$ cat src/rtl/circuito_resp_checker_log_fifo.sv
// Show-ahead synchronous FIFO for failing-vector records; clr empties it in one cycle.
module chk_log_fifo #(
  parameter int DW = 8,
  parameter int AW = 3
) (
  input  logic          clk,
  input  logic          rst,
  input  logic          clr,
  input  logic          push,
  input  logic [DW-1:0] din,
  input  logic          pop,
  output logic [DW-1:0] dout,
  output logic          empty,
  output logic          full
);

  localparam int DEPTH = 2 ** AW;

  logic [AW:0]   wr_q, wr_d, rd_q, rd_d;
  logic [DW-1:0] mem_q [DEPTH];
  logic          do_push_s, do_pop_s;

  assign empty     = (wr_q == rd_q);
  assign full      = (wr_q[AW] != rd_q[AW]) && (wr_q[AW-1:0] == rd_q[AW-1:0]);
  assign do_pop_s  = pop & ~empty & ~clr;
  // A push into a full FIFO is fine when the same cycle frees a slot.
  assign do_push_s = push & (~full | do_pop_s) & ~clr;
  assign dout      = mem_q[rd_q[AW-1:0]];

  always_comb begin
    wr_d = wr_q;
    rd_d = rd_q;
    if (clr) begin
      wr_d = {(AW+1){1'b0}};
      rd_d = {(AW+1){1'b0}};
    end else begin
      if (do_push_s) wr_d = wr_q + (AW+1)'(1);
      else           wr_d = wr_q;
      if (do_pop_s)  rd_d = rd_q + (AW+1)'(1);
      else           rd_d = rd_q;
    end
  end

  always_ff @(posedge clk) begin
    if (rst) begin
      wr_q <= {(AW+1){1'b0}};
      rd_q <= {(AW+1){1'b0}};
    end else begin
      wr_q <= wr_d;
      rd_q <= rd_d;
    end
  end

  always_ff @(posedge clk) begin
    if (do_push_s) mem_q[wr_q[AW-1:0]] <= din;
  end

endmodule

$ cat config.mk
export PLATFORM = sky130hd
export DESIGN_NAME = chk_log_fifo
export DESIGN_NICKNAME = d
export VERILOG_FILES = /design/src/rtl/circuito_resp_checker_log_fifo.sv
export SDC_FILE = /design/constraint.sdc
export NUM_CORES = 1
export LEC_CHECK = 0
export CORE_AREA = 2 2 84 94
export DETAILED_ROUTE_END_ITERATION = 6
export DIE_AREA = 0 0 86 96
export SYNTH_ARGS = -nofsm -noshare
export SYNTH_HDL_FRONTEND = slang
export SYNTH_SLANG_ARGS = --single-unit
$ cat constraint.sdc
create_clock -name clk -period 5.9 [get_ports clk]
set_input_delay 1.475 -clock clk [delete_from_list [all_inputs] [get_ports clk]]
set_output_delay 1.475 -clock clk [all_outputs]
set_load 0.03 [all_outputs]
After elaboration in Yosys (flattened, before gate mapping)
Memories as Yosys holds them, arrays and structs flattened. A register that Yosys moved wholly into a read port is not among the register bits.
Cells that the tools add are included.
{"block": "word_totals", "ff_bits": 8, "latchBits": 0, "mem_bits_rw": 64, "rom_bits": 0, "input_bits": 13, "output_inout_bits": 10, "word_cells": 22, "memories": 1}
{"block": "classes", "n_addsub": 2, "mul": 0, "n_div": 0, "order_cmp": 0, "n_eq_ne": 3, "shift": 0, "n_mux": 4, "bitwise_logic": 8, "reduce_logical": 2}
{"name": "mem_q", "depth": 8, "word_bits": 8, "read_ports": 1, "rd_clocked_by_memory_dff": 1, "wr": 1, "line_no": "20", "text": "logic [DW-1:0] mem_q [DEPTH];"}
{"cell": "4-bit by 1-bit adder with 4-bit output, second input constant", "n": 2}
{"cell": "3-bit two-way mux", "n": 2}
{"cell": "1-bit bitwise AND", "n": 4}
{"cell": "4-bit equality test", "n": 1}
{"cell": "3-bit equality test", "n": 1}
{"cell": "1-bit NOT", "n": 3}
{"cell": "1-bit two-way mux", "n": 2}
{"cell": "2-bit OR reduction", "n": 1}
{"cell": "1-bit logical AND", "n": 1}
{"cell": "1-bit inequality test", "n": 1}
{"cell": "1-bit bitwise OR", "n": 1}

Logic depth before layout (Yosys ltp)
{"block": "logic_depth", "depth_word": 9, "depth_mapped": 6, "depth_no_buf": 5}

Least setup slack after synthesis
No wires, ideal clock.
{"block": "synth_path", "path_type": "input port to flip-flop", "start": "in clr", "end": "mem mem_q[0][0], enable pin", "t_arrival_ps": 2897, "t_required_ps": 5505, "setup_slack_ps": 2608, "stages": 4, "path_cell_list": "clkbuf_1 > nor2b_1 > o21ai_4 > nor4_1"}
{"block": "synth_via", "elab_chain_cells": 7}
{"item": "start: declaration", "line_no": "8", "text": "input logic clr,"}
{"item": "1-bit NOT *", "line_no": "25, 27"}
{"item": "1-bit bitwise AND", "line_no": "25", "text": "assign do_pop_s = pop & ~empty & ~clr;"}
{"item": "1-bit bitwise OR", "line_no": "27", "text": "assign do_push_s = push & (~full | do_pop_s) & ~clr;"}
{"item": "1-bit bitwise AND", "line_no": "27"}
{"item": "1-bit bitwise AND *", "line_no": "27"}
{"item": "1-bit two-way mux *", "line_no": "55", "text": "if (do_push_s) mem_q[wr_q[AW-1:0]] <= din;"}
{"item": "1-bit two-way mux (implied by the code) *", "line_no": "55"}
{"item": "end: declaration", "line_no": "20"}
Every way passes the cells marked *; elsewhere a longest branch is shown, timed or not.

==> impl_metrics.ini <==
[outcome]
status = completed

[drt]
vias_per_cell = 5.528
ant_nets = 0
routed_wl_mm = 5.520
dr.pass1.iters = 4
drtIter0Drc = 80
wl_per_cell_um = 19.44
drc = 0
route.vias.total = 1570

[yosys]
yosysWarnings = 0
mappedNetlistArea_um2 = 3152
ys_seq_area_share_pct = 67.96
syn_inst = 167
syn_area_per_cell_um2 = 18.87
synth_top_cell_by_area = edfxtp_1
synth_cell_types = 36
ys_top_cells_by_area = edfxtp_1, mux4_1, dfxtp_1
synth_top_area_share_pct = 60.98
synth_seq_cells = 75
syn_nets = 182

[sta]
slew_headroom_pct = 35.84
period_share_pct = 72.75
rsz0062_at_grt = no
hold_viol = 0
hold_ws_ns = 0.5179
finalSetupViolations = 0
final.setup.tns_ns = 0
fmax_ghz = 0.2330
fin_crit_ns = 4.293
maxSlewViolCount = 0
tightest_slew_ns = 0.9588
finClkSkew_ns = 0.008717

[grt]
grt.busiest_layer = met2
grt_max_degree = 17
use_met2_pct = 25.06
gr-usage-all-layers_pct = 14.60
met1_usage_pct = 16.54
grt_pass1_wl_mm = 8.438
grtUsageMet3_pct = 4.288
antenna_found_initial = 0
first_global_vias = 1613
grt_overflow = 0

[flow_run]
drv_cap = 0

[worst_hold_path]
hold_path.class = reg2reg

[power_and_ir_drop]
power_leakage_uw = 0.001163
vdd_drop_max_uv = 122.4
power.density_nw_per_um2 = 271.2

[floorplanning]
rows = 33
die_w_um = 86
die_y_um = 96
initial_core_util_pct = 43.13
core_um2 = 7308
die-area_um2 = 8256
io_pins = 23

[setup_path]
required_ns = 4.43
start_kind = flip-flop
worstPathMaxFanout = 16
slowest_stage = dfxtp_1
critPathCaptureType = output pin
crit_path_cell_trace = mux4_1, mux2_2, clkdlybuf4s50_1
path_class = reg2out
slowest_delay_ns = 0.93
cp.arrival_ns = 2.82

[place]
dp_hpwl_mm = 3.578
numPortBuffers = 22
finalWeightedCongestion = 0.7894

[cells_and_area]
fillers = 591
area_delta_synth_final_pct = 14.85
final_nets = 207
antennaDiodeCount = 0
fin_util_pct = 49.53
layout-drive-gt1-share_pct = 16.75

[clocking]
htreeDepth = 3
clk_pin_slew_ns = 0.07
cts_hold_buf = 0
ctsResizeCount = 0
clockRootBuffer = clkbuf_8
clock-sinks = 75
clk_latency_ns = 0.34
clock_path_buffers = 2
post_cts_buffers = 0
cts_tree = built
cts_buffers = 9
-- critical path: cells and delay by family, from the launching register on --
family	cells	cell delay [ns]
buffers and inverters	1	0.59
muxes	2	0.96
DFF	1	0.93
-- path summary, 6_finish.rpt --
path	from	cells after the start	slack, ns	to
max	flip-flop	3	1.61	dout[0]
min	wr_q[3]$_SDFFE_PP0P_	2	0.52	wr_q[3]$_SDFFE_PP0P_
max reg2reg	wr_q[1]$_SDFFE_PP0P_	5	3.59	mem_q[1][6]$_DFFE_PP_
min reg2reg	wr_q[3]$_SDFFE_PP0P_	2	0.52	wr_q[3]$_SDFFE_PP0P_
-- synthesized netlist by cell type --
| master | count |
|---|---|
| o21ai_4 | 1 |
| nor2b_1 | 1 |
| inv_2 | 1 |
| mux2i_1 | 5 |
| nor2_1 | 4 |
| a41oi_4 | 1 |
| nand2_1 | 8 |
| dfxtp_1 | 11 |
| buf_12 | 1 |
| mux4_1 | 16 |
| xnor2_2 | 3 |
| a2111o_1 | 1 |
| nand4_2 | 1 |
| nand3_1 | 2 |
| buf_2 | 3 |
| mux2_2 | 8 |
| nand4_1 | 3 |
| ha_1 | 2 |
| xor2_1 | 1 |
| a31o_2 | 1 |
| buf_6 | 1 |
| and4_1 | 1 |
| inv_1 | 2 |
| o21ai_0 | 1 |
| edfxtp_1 | 64 |
| nand2b_1 | 2 |
| a21oi_2 | 1 |
| clkbuf_1 | 3 |
| o211ai_1 | 1 |
| nor3_1 | 8 |
| or3_1 | 3 |
| xnor2_1 | 2 |
| a21oi_1 | 1 |
| buf_1 | 1 |
| nor4_1 | 1 |
| buf_4 | 1 |
-- sequential cells by signal, summed over array words and instances (netlist names), named ones only --
| name | count |
|---|---|
| rd_q | 4 |
| wr_q | 4 |
| mem_q | 64 |
-- power breakdown --
| part | switching, uW | total [uW] | leakage, uW | internal [uW] |
|---|---|---|---|---|
| Combinational | 22.8 | 42.5 | 0.000407 | 19.7 |
| Sequential | 1.97 | 580 | 0.000667 | 578 |
| Clock | 165 | 359 | 0.0000890 | 194 |
-- logic make-up after synthesis --
family	Yosys count	synth area share [%]
AO/OA/AOI/OAI	8	2.858
AND/OR/NAND/NOR	34	5.677
adder cells (fa/ha/maj)	2	0.7938
buffers and inverters	13	2.540
XOR/XNOR	6	2.382
flip-flops	75	67.96
multiplexers	29	17.78
-- through the flow --
stage / total power [uW] / instance area (um2) / worst slack [ns] / cells
after global routing: 1015 / 3620 / 1.520 / 284
after CTS: 989.5 / 3620 / 1.572 / 284
final: 981.8 / 3620 / 1.608 / 284
after floorplan: 612.3 / 3152 / 2.608 / 167
after global placement: 633.0 / 3437 / 1.585 / 268
after detailed placement: 634.3 / 3442 / 1.939 / 268
-- layout make-up --
class                      instances  area (um2)  share of cell area [%]
multi-input combinational         79       944.7                   26.10
clock inverter                     3       38.79                   1.072
tap                               87       108.9                   3.007
clock buffer                      13       138.9                   3.837
timing repair buffer              24       235.2                   6.498
sequential                        75        2142                   59.18
inverter                           3       11.26                  0.3111
-- cell usage in the layout (no fill, tap or decap), drive strengths merged, types with 3 or more instances in the layout --
cell type      Yosys  routed
edfxtp            64      64
clkdlybuf4s50      0      22
mux4              16      16
clkbuf             3      13
dfxtp             11      11
mux2               8       8
nand2              8       8
nor3               8       8
mux2i              5       5
xnor2              5       5
nor2               4       4
nand4              4       4
or3                3       3
inv                3       3
-- routing by layer --
metal / wire length (um) / vias up
li1: - / 729
met1: 2299 / 789
met2: 2827 / 42
met3: 275 / 10
met4: 116 / 0
met5: 0 / -
No activity file was read; power rests on OpenSTA's default activity.
